===== config.mk =====
export PLATFORM = sky130hd
export DESIGN_NAME = viterbi_traceback_unit
export DESIGN_NICKNAME = d
export VERILOG_FILES = /design/src/rtl/viterbi_traceback_unit.sv
export SDC_FILE = /design/constraint.sdc
export NUM_CORES = 1
export LEC_CHECK = 0
export ABC_AREA = 0
export BUFFER_PORTS_ARGS = -buffer_cell sky130_fd_sc_hd__clkbuf_2
export CAP_MARGIN = 20
export CORE_MARGIN = 10
export CORE_UTILIZATION = 44
export DETAILED_ROUTE_END_ITERATION = 6
export SYNTH_ARGS = -nofsm -noshare
export SYNTH_HDL_FRONTEND = slang
export SYNTH_SLANG_ARGS = --single-unit

===== constraint.sdc =====
create_clock -name i_clk -period 2.2 [get_ports i_clk]
set_input_delay 0 -clock i_clk [delete_from_list [all_inputs] [get_ports i_clk]]
set_output_delay 0 -clock i_clk [all_outputs]
set_load 0.005 [all_outputs]

===== src/rtl/viterbi_traceback_unit.sv =====
// Traceback survivor-path memory for a Viterbi decoder: stores one decision
// word per trellis step and, once full, traces back from the best state to emit one bit.
module viterbi_traceback_unit #(
    parameter int STATE_BITS = 2,
    parameter int TB_DEPTH   = 8,
    parameter int PM_W       = 4
) (
    input  logic                                i_clk,
    input  logic                                i_rst,
    input  logic                                i_valid,
    output logic                                o_ready,
    input  logic [(1<<STATE_BITS)-1:0]          i_decision,
    input  logic [(1<<STATE_BITS)*PM_W-1:0]     i_pm,
    output logic                                o_bit,
    output logic                                o_valid
);

    localparam int NS    = 1 << STATE_BITS;
    localparam int PTR_W = $clog2(TB_DEPTH);
    localparam int CNT_W = $clog2(TB_DEPTH + 1);

    localparam logic [PTR_W-1:0] LAST_PTR  = PTR_W'(TB_DEPTH - 1);
    localparam logic [CNT_W-1:0] CNT_FULL  = CNT_W'(TB_DEPTH);
    localparam logic [CNT_W-1:0] STEP_INIT = CNT_W'(TB_DEPTH - 1);
    localparam logic [CNT_W-1:0] STEP_ONE  = CNT_W'(1);

    typedef enum logic [1:0] {
        ST_ACCEPT = 2'd0,
        ST_TRACE  = 2'd1,
        ST_EMIT   = 2'd2
    } state_e;

    state_e                  state_q, state_d;
    logic [PTR_W-1:0]        wr_ptr_q, wr_ptr_d;
    logic [PTR_W-1:0]        rd_ptr_q, rd_ptr_d;
    logic [CNT_W-1:0]        count_q, count_d;
    logic [CNT_W-1:0]        step_q, step_d;
    logic [STATE_BITS-1:0]   tb_state_q, tb_state_d;
    logic                    bit_q, bit_d;
    logic                    valid_q, valid_d;

    logic [NS-1:0]           mem_q [TB_DEPTH];

    logic [STATE_BITS-1:0]   best_idx_s;
    logic [PM_W-1:0]         best_pm_s;
    logic                    xfer_s;
    logic                    ready_s;
    logic [CNT_W-1:0]        count_inc_s;
    logic                    trace_bit_s;
    logic [STATE_BITS-1:0]   tb_next_s;

    // Argmin over path metrics; strict less-than keeps the lowest index on ties.
    always_comb begin
        best_idx_s = '0;
        best_pm_s  = i_pm[0 +: PM_W];
        for (int s = 1; s < NS; s++) begin
            best_idx_s = (i_pm[s*PM_W +: PM_W] < best_pm_s) ? STATE_BITS'(s) : best_idx_s;
            best_pm_s  = (i_pm[s*PM_W +: PM_W] < best_pm_s) ? i_pm[s*PM_W +: PM_W] : best_pm_s;
        end
    end

    // One traceback hop: predecessor = {state[M-2:0], decision of state}.
    always_comb begin
        trace_bit_s = mem_q[rd_ptr_q][tb_state_q];
        tb_next_s   = {tb_state_q[STATE_BITS-2:0], trace_bit_s};
        count_inc_s = (count_q == CNT_FULL) ? count_q : count_q + CNT_W'(1);
    end

    // FSM next-state and datapath control.
    always_comb begin
        state_d    = state_q;
        wr_ptr_d   = wr_ptr_q;
        rd_ptr_d   = rd_ptr_q;
        count_d    = count_q;
        step_d     = step_q;
        tb_state_d = tb_state_q;
        bit_d      = bit_q;
        valid_d    = 1'b0;
        ready_s    = 1'b0;
        xfer_s     = 1'b0;
        case (state_q)
            ST_ACCEPT: begin
                ready_s = 1'b1;
                if (i_valid) begin
                    xfer_s     = 1'b1;
                    rd_ptr_d   = wr_ptr_q;
                    wr_ptr_d   = (wr_ptr_q == LAST_PTR) ? '0 : wr_ptr_q + PTR_W'(1);
                    count_d    = count_inc_s;
                    tb_state_d = best_idx_s;
                    if (count_inc_s == CNT_FULL) begin
                        state_d = ST_TRACE;
                        step_d  = STEP_INIT;
                    end else begin
                        state_d = ST_ACCEPT;
                    end
                end else begin
                    state_d = ST_ACCEPT;
                end
            end
            ST_TRACE: begin
                tb_state_d = tb_next_s;
                rd_ptr_d   = (rd_ptr_q == '0) ? LAST_PTR : rd_ptr_q - PTR_W'(1);
                step_d     = step_q - CNT_W'(1);
                if (step_q == STEP_ONE) begin
                    bit_d   = tb_next_s[STATE_BITS-1];
                    valid_d = 1'b1;
                    state_d = ST_EMIT;
                end else begin
                    state_d = ST_TRACE;
                end
            end
            ST_EMIT: begin
                valid_d = 1'b0;
                state_d = ST_ACCEPT;
            end
            default: begin
                state_d = ST_ACCEPT;
            end
        endcase
    end

    // Control and output registers.
    always_ff @(posedge i_clk or posedge i_rst) begin
        if (i_rst) begin
            state_q    <= ST_ACCEPT;
            wr_ptr_q   <= '0;
            rd_ptr_q   <= '0;
            count_q    <= '0;
            step_q     <= '0;
            tb_state_q <= '0;
            bit_q      <= 1'b0;
            valid_q    <= 1'b0;
        end else begin
            state_q    <= state_d;
            wr_ptr_q   <= wr_ptr_d;
            rd_ptr_q   <= rd_ptr_d;
            count_q    <= count_d;
            step_q     <= step_d;
            tb_state_q <= tb_state_d;
            bit_q      <= bit_d;
            valid_q    <= valid_d;
        end
    end

    // Survivor memory is data-only, so it carries no reset.
    always_ff @(posedge i_clk) begin
        if (xfer_s) begin
            mem_q[wr_ptr_q] <= i_decision;
        end
    end

    assign o_ready = ready_s;
    assign o_bit   = bit_q;
    assign o_valid = valid_q;

endmodule


==> results of run 1 <==
## power by group through the flow
stage                     sequential [W]  combinational (W)  clock (W)
after floorplan                  0.00141           0.000983          0
after global placement           0.00152            0.00121          0
after detailed placement         0.00152            0.00123          0
after CTS                        0.00150            0.00128   0.000581
after global routing             0.00154            0.00146   0.000629
final                            0.00150            0.00130   0.000562
## cell usage in the layout (no fill, tap or decap), types with 6 or more instances in the layout
| master | count |
|---|---|
| nor2_1 | 13 |
| edfxtp_1 | 32 |
| dlygate4sd3_1 | 6 |
| a21oi_1 | 9 |
| nor3_1 | 7 |
| clkbuf_2 | 21 |
| dfrtp_1 | 19 |
| ha_1 | 12 |
| mux4_1 | 7 |
| buf_4 | 35 |
| inv_1 | 14 |
| nand2_1 | 20 |
## stage by stage
| step | hold slack (ps) | util, % |
|---|---|---|
| global placement | 147.4 | 53.76 |
| CTS | 161.9 | 57.73 |
| detailed placement | 140.3 | 53.76 |
| finish | 194.9 | 58.93 |
| floorplan | -48.87 | - |
| global route | 199.2 | 58.93 |
## sequential cells by signal (all words and copies together), names as in the netlist
name and count:
mem_q 32, count_q 4, step_q 4, rd_ptr_q 3, wr_ptr_q 3, state_q 2, tb_state_q 2, o_bit 1
## layer usage
metal	wire length (µm)	track usage (%)	part of all wire (%)
met1	2558	14.19	47
met2	2655	17.85	48
met3	221	3.701	4.0
met4	48	2.867	0.88
met5	0	0	0
## worst max path at each step
| stage | to | slack, ps |
|---|---|---|
| final | tb_state_q[0]$_DFFE_PP0P_ | -590 |
| after global routing | tb_state_q[0]$_DFFE_PP0P_ | -770 |
| after CTS | tb_state_q[0]$_DFFE_PP0P_ | -520 |
| after detailed placement | tb_state_q[0]$_DFFE_PP0P_ | -980 |
| after global placement | tb_state_q[0]$_DFFE_PP0P_ | -950 |
| after floorplan | tb_state_q[0]$_DFFE_PP0P_ | -600 |
## worst max-delay path, stage by stage
cell      delay (ps)
buf_8            100
ha_4             260
and3_4           160
nor3b_4          280
mux2i_2          280
ha_2             310
o21ai_2          120
a21oi_2           80
nor2_2           190
a31oi_4           70
mux2_4           340
ha_4             210
o211ai_1         230
nand2_1          100
nand2_2           90
nor2_2            40
a211oi_2         160
## logic make-up after synthesis
| logic type | synth area share [%] |
|---|---|
| DFF | 52.90 |
| AOI/OAI and AO/OA | 9.540 |
| muxes | 11.52 |
| and+or+nand+nor | 12.53 |
| xor gates and xnor gates | 0.9679 |
| buffers and inverters | 3.778 |
| adders and majority gates | 8.756 |
## final cells by class
| class | count | area [µm²] | share of cell area, % |
|---|---|---|---|
| clock buffer | 5 | 68.82 | 1.961 |
| clock inverter | 3 | 27.53 | 0.7843 |
| inverter | 17 | 68.82 | 1.961 |
| multi-input combinational | 148 | 1338 | 38.11 |
| sequential | 51 | 1436 | 40.93 |
| tap | 75 | 93.84 | 2.674 |
| timing repair buffer | 66 | 476.7 | 13.58 |
## timing repair
action,in CTS,in global routing
hold buffers,6,0
pin swaps,3,11
endpoints found under the setup margin,2,2
setup buffers,4,2
endpoints found under the hold margin,52,0
resized for setup,12,19
==> impl_metrics.json, run 1 <==
{
  "status": "complete, but fails checks",
  "failed_checks": "setup timing",
  "post-dp-hpwl_um": 4040,
  "routedWlPerCell_um": 15.02,
  "r2r_slack_ps": 390,
  "via_count": 1946,
  "ff2ff_path_depth": 3,
  "grt_max_degree": 20,
  "initial_core_util_pct": 45.59,
  "dieArea_um2": 9713,
  "synth.most_common_cell": "edfxtp_1",
  "cell_internal_pwr_w": 0.002171,
  "grt_pass1_wl_um": 9045,
  "synth_area_leaders": "edfxtp_1, dfrtp_1, ha_1",
  "worst_hold_path.endpoint": "tb_state_q[1]$_DFFE_PP0P_",
  "dpl.cell_count": 346,
  "finalHoldViolCount": 0,
  "core_um2": 5956,
  "ys_ff_latch": 51,
  "slew_headroom_pct": 53.01,
  "cts_tree": "yes",
  "ios": 26,
  "combPwrFrac_pct": 38.6,
  "worst_hold_path.num_cells": 5,
  "avgSynthCellArea_um2": 12.18,
  "start_kind": "primary input",
  "syn-cell-area_um2": 2715,
  "yosysUniqueCellTypes": 44,
  "hp-class": "in -> reg",
  "drt-pass1-iter-count": 4,
  "clk_latency_ps": 310,
  "drive_gt1_share_pct": 35.86,
  "path_max_fanout": 4,
  "hp-start": "i_pm[12]",
  "grt_usage_pct": 11.16,
  "required_ps": 2430,
  "routed_wl_um": 5483,
  "finalClockSkew_ps": 10.67,
  "crit_start": "i_pm[7]",
  "antenna_found_initial": 0,
  "gp_congestion": 0.7670,
  "final_area_um2": 3510,
  "cp.arrival_ps": 3020,
  "syn_inst": 223,
  "seq_power_share_pct": 44.7,
  "cts_buffers": 5,
  "syn_nets": 265,
  "synth_edf_count": 32,
  "end_kind": "flop",
  "yosysTopAreaCell": "edfxtp_1",
  "setup_tns_ps": -1120,
  "fmax_mhz": 358.1,
  "rows": 28,
  "power.density_nw_per_um2": 958.8,
  "grt_overflow": 0,
  "p_leak_nw": 1.458,
  "syn2layout_area_growth_pct": 29.26,
  "clockBufferDepth": 2,
  "postRouteAntennaNets": 0,
  "placed_area_um2": 3202,
  "grt_pass1_vias": 1874,
  "clkTransAtPathRegs_ps": 100,
  "viasPerCell": 5.332,
  "fillers": 500,
  "maxCapViolations": 0,
  "vdd_drop_max_uv": 599.7,
  "yosysSeqAreaShare_pct": 52.90,
  "first_iter_violations": 41,
  "h-tree-depth": 2,
  "fin_cells": 365,
  "synthFlopType": "edfxtp_1",
  "dieHeight_um": 98.56,
  "slew_violations": 0,
  "fin_ws_ps": -592.6,
  "fp.dieW_um": 98.56,
  "ys_warn_count": 0,
  "p_sw_w": 0.001194,
  "yosys.area.top_type_share_pct": 35.39,
  "drc_errors": 0,
  "post-place-ws_ps": -981.6,
  "finalSetupViolCount": 2,
  "r2r-end": "mem_q[0][2]$_DFFE_PP_",
  "power_frac_clock_pct": 16.7,
  "io_buffers": 25,
  "period_needed_ps": 2793,
  "nets": 331,
  "r2r_start": "state_q[0]$_DFF_PP0_",
  "worst_pin_slew_ps": 704.1,
  "synthTopCellsByCount": "edfxtp_1, nand2_1, dfrtp_1, ha_1, inv_1",
  "synth_async_sr_flop_share_pct": 37.25,
  "p_sw_share_pct": 35.49,
  "finalCritPeriodShare_pct": 126.9,
  "cts_root_buffer": "clkbuf_8",
  "antenna_cells": 0,
  "rsz0062_at_grt": "true",
  "finalPower_w": 0.003365,
  "cts_sinks": 51,
  "critical_path_class": "in -> reg"
}
Power figures use the tool's default switching activity.
==> run 2, diff against run 1 <==
SKIP_LAST_GASP = 1   (was default)
==> run 2 against run 1 <==
  * The flow still finishes with violations (setup timing)
  * First-iteration DRC count up 41%
  * Critical path type unchanged
  * Clock power about the same
  * Global-route usage is the same
  * Via count fell by 0.87%
  * Worst hold slack worse by 6.3 ps
  * Core utilization is essentially flat
  * Sequential share of layout area about the same
  * Final area hardly changed
  * Sequential power hardly changed
  * Flip-flop and latch count is the same
  * Largest cell class unchanged
  * Register-to-register slack about the same
  * Clock-buffer cell count did not move
==> impl_metrics.json, run 2 (synthesis results as in run 1) <==
{
  "antenna_cells": 0,
  "finalHoldViolCount": 0,
  "initial_core_util_pct": 45.59,
  "end_kind": "flop",
  "cts_tree": "yes",
  "gp_congestion": 0.7670,
  "routedWlPerCell_um": 15.04,
  "regMostFlops": "mem_q",
  "layout_common_cells": "buf_4, edfxtp_1, clkbuf_2",
  "power_frac_clock_pct": 16.7,
  "antenna_found_initial": 0,
  "final_area_um2": 3507,
  "grt_overflow": 0,
  "clkTransAtPathRegs_ps": 100,
  "slew_headroom_pct": 52.82,
  "period_needed_ps": 2776,
  "required_ps": 2430,
  "routed_wl_um": 5489,
  "via_count": 1929,
  "slew_violations": 0,
  "viasPerCell": 5.285,
  "cts_root_buffer": "clkbuf_8",
  "maxCapViolations": 0,
  "drive_gt1_share_pct": 35.52,
  "p_leak_nw": 1.458,
  "r2r_slack_ps": 390,
  "largest_reg_flops": 32,
  "hold_slack_ps": 188.6,
  "grt_pass1_vias": 1874,
  "placed_area_um2": 3202,
  "clk_latency_ps": 310,
  "reg_top3": "mem_q (32), count_q (4), step_q (4)",
  "failed_checks": "setup timing",
  "start_kind": "primary input",
  "h-tree-depth": 2,
  "cpMaxStageDelayCell": "mux2_4",
  "nets": 331,
  "seq_power_share_pct": 44.8,
  "finalCritPeriodShare_pct": 126.2,
  "path_max_fanout": 4,
  "grt_pass1_wl_um": 9045,
  "p_sw_w": 0.001193,
  "grt_max_degree": 20,
  "clockBufferDepth": 2,
  "ios": 26,
  "crit_top_cell": "ha_4",
  "p_sw_share_pct": 35.47,
  "power.density_nw_per_um2": 958.9,
  "path_cells": "buf_8, ha_4, and3_4, nor3b_4, mux2i_2, ha_2, o21ai_2, a21oi_2, nor2_2, a31oi_4, mux2_4, ha_4, o211ai_1, nand2_1, nand2_2, nor2_1, a211oi_2",
  "fp.dieW_um": 98.56,
  "post-dp-hpwl_um": 4040,
  "postRouteAntennaNets": 0,
  "dieHeight_um": 98.56,
  "seqCellArea_um2": 1436,
  "cell_internal_pwr_w": 0.002170,
  "io_buffers": 25,
  "drc_errors": 0,
  "finalClockSkew_ps": 12.86,
  "r2r_start": "state_q[0]$_DFF_PP0_",
  "rows": 28,
  "cts_buffers": 5,
  "setup_tns_ps": -1085,
  "drt-pass1-iter-count": 4,
  "core_um2": 5956,
  "cts_sinks": 51,
  "hp-class": "in -> reg",
  "dieArea_um2": 9713,
  "status": "complete, but fails checks",
  "ff2ff_path_depth": 3,
  "rsz0062_at_grt": "true",
  "cp.arrival_ps": 3010,
  "first_iter_violations": 58,
  "fmax_mhz": 360.3,
  "syn2layout_area_growth_pct": 29.17,
  "worst_pin_slew_ps": 706.9,
  "crit_end": "tb_state_q[0]$_DFFE_PP0P_",
  "crit_path_max_incr_delay_ps": 340,
  "finalSetupViolCount": 2,
  "grt_usage_pct": 11.16,
  "final_common_cell": "buf_4",
  "fin_ws_ps": -575.7,
  "combPwrFrac_pct": 38.5,
  "utilization_pct": 58.89,
  "crit_start": "i_pm[7]",
  "r2r-end": "mem_q[0][2]$_DFFE_PP_",
  "multi_input_area_um2": 1335,
  "vdd_drop_max_uv": 600.6,
  "critical_path_class": "in -> reg",
  "fillers": 503,
  "finalPower_w": 0.003363
}
## run 2: cell counts in the layout (fill, tap and decap cells not counted)
Identical to the previous run, type by type.
## run 2: through the flow
step                      cells  setup slack [ps]
final                       365            -575.7
after global routing        365            -751.6
after CTS                   364            -524.6
after detailed placement    346            -981.6
after global placement      346            -947.7
after floorplan             223            -602.7
## run 2: area by class of cell
type | count | area share (%)
well taps | 75 | 2.676
multi-input cells | 148 | 38.07
clock buffers | 5 | 1.962
clock inverters | 3 | 0.7849
flip-flops and latches | 51 | 40.96
inverters | 17 | 1.962
repair buffers | 66 | 13.59
## run 2: how the worst min path moves through the flow
stage	startpoint	endpoint	slack, ps	depth (start not counted)
after global placement	i_rst	o_bit$_DFFE_PP0P_	150	2
after CTS	i_pm[12]	tb_state_q[1]$_DFFE_PP0P_	160	5
after floorplan	i_rst	count_q[0]$_DFFE_PP0P_	-50	1
after global routing	i_pm[12]	tb_state_q[1]$_DFFE_PP0P_	200	5
after detailed placement	i_rst	o_bit$_DFFE_PP0P_	140	2
final	i_pm[12]	tb_state_q[1]$_DFFE_PP0P_	190	5
## run 2: timing repair
action,4_1_cts,5_1_grt
endpoints found under the hold margin,52,0
setup endpoints to repair,2,2
hold buffers,6,0
resized for setup,11,19
pin swaps,3,11
buffers inserted,4,2
## run 2: per-layer routing
layer / GRT usage, % / wire length [µm] / up-vias
met5: 0 / 0 / -
met4: 2.867 / 48 / 0
met3: 3.701 / 202 / 6
met2: 17.85 / 2674 / 24
met1: 14.19 / 2563 / 932
li1: - / - / 967
## run 2: power by group through the flow
stage / sequential [W] / clock [W] / combinational (W)
floorplan: 0.00141 / 0 / 0.000983
global placement: 0.00152 / 0 / 0.00121
detailed placement: 0.00152 / 0 / 0.00123
CTS: 0.00150 / 0.000581 / 0.00128
global route: 0.00154 / 0.000629 / 0.00146
finish: 0.00151 / 0.000561 / 0.00130
## run 2: worst max-delay path: cells and delay by family
| family | cells | cell delay [ps] |
|---|---|---|
| compound gates | 5 | 660 |
| mux | 2 | 620 |
| buf+inv | 1 | 100 |
| simple gates | 6 | 860 |
| fa+ha+maj | 3 | 780 |
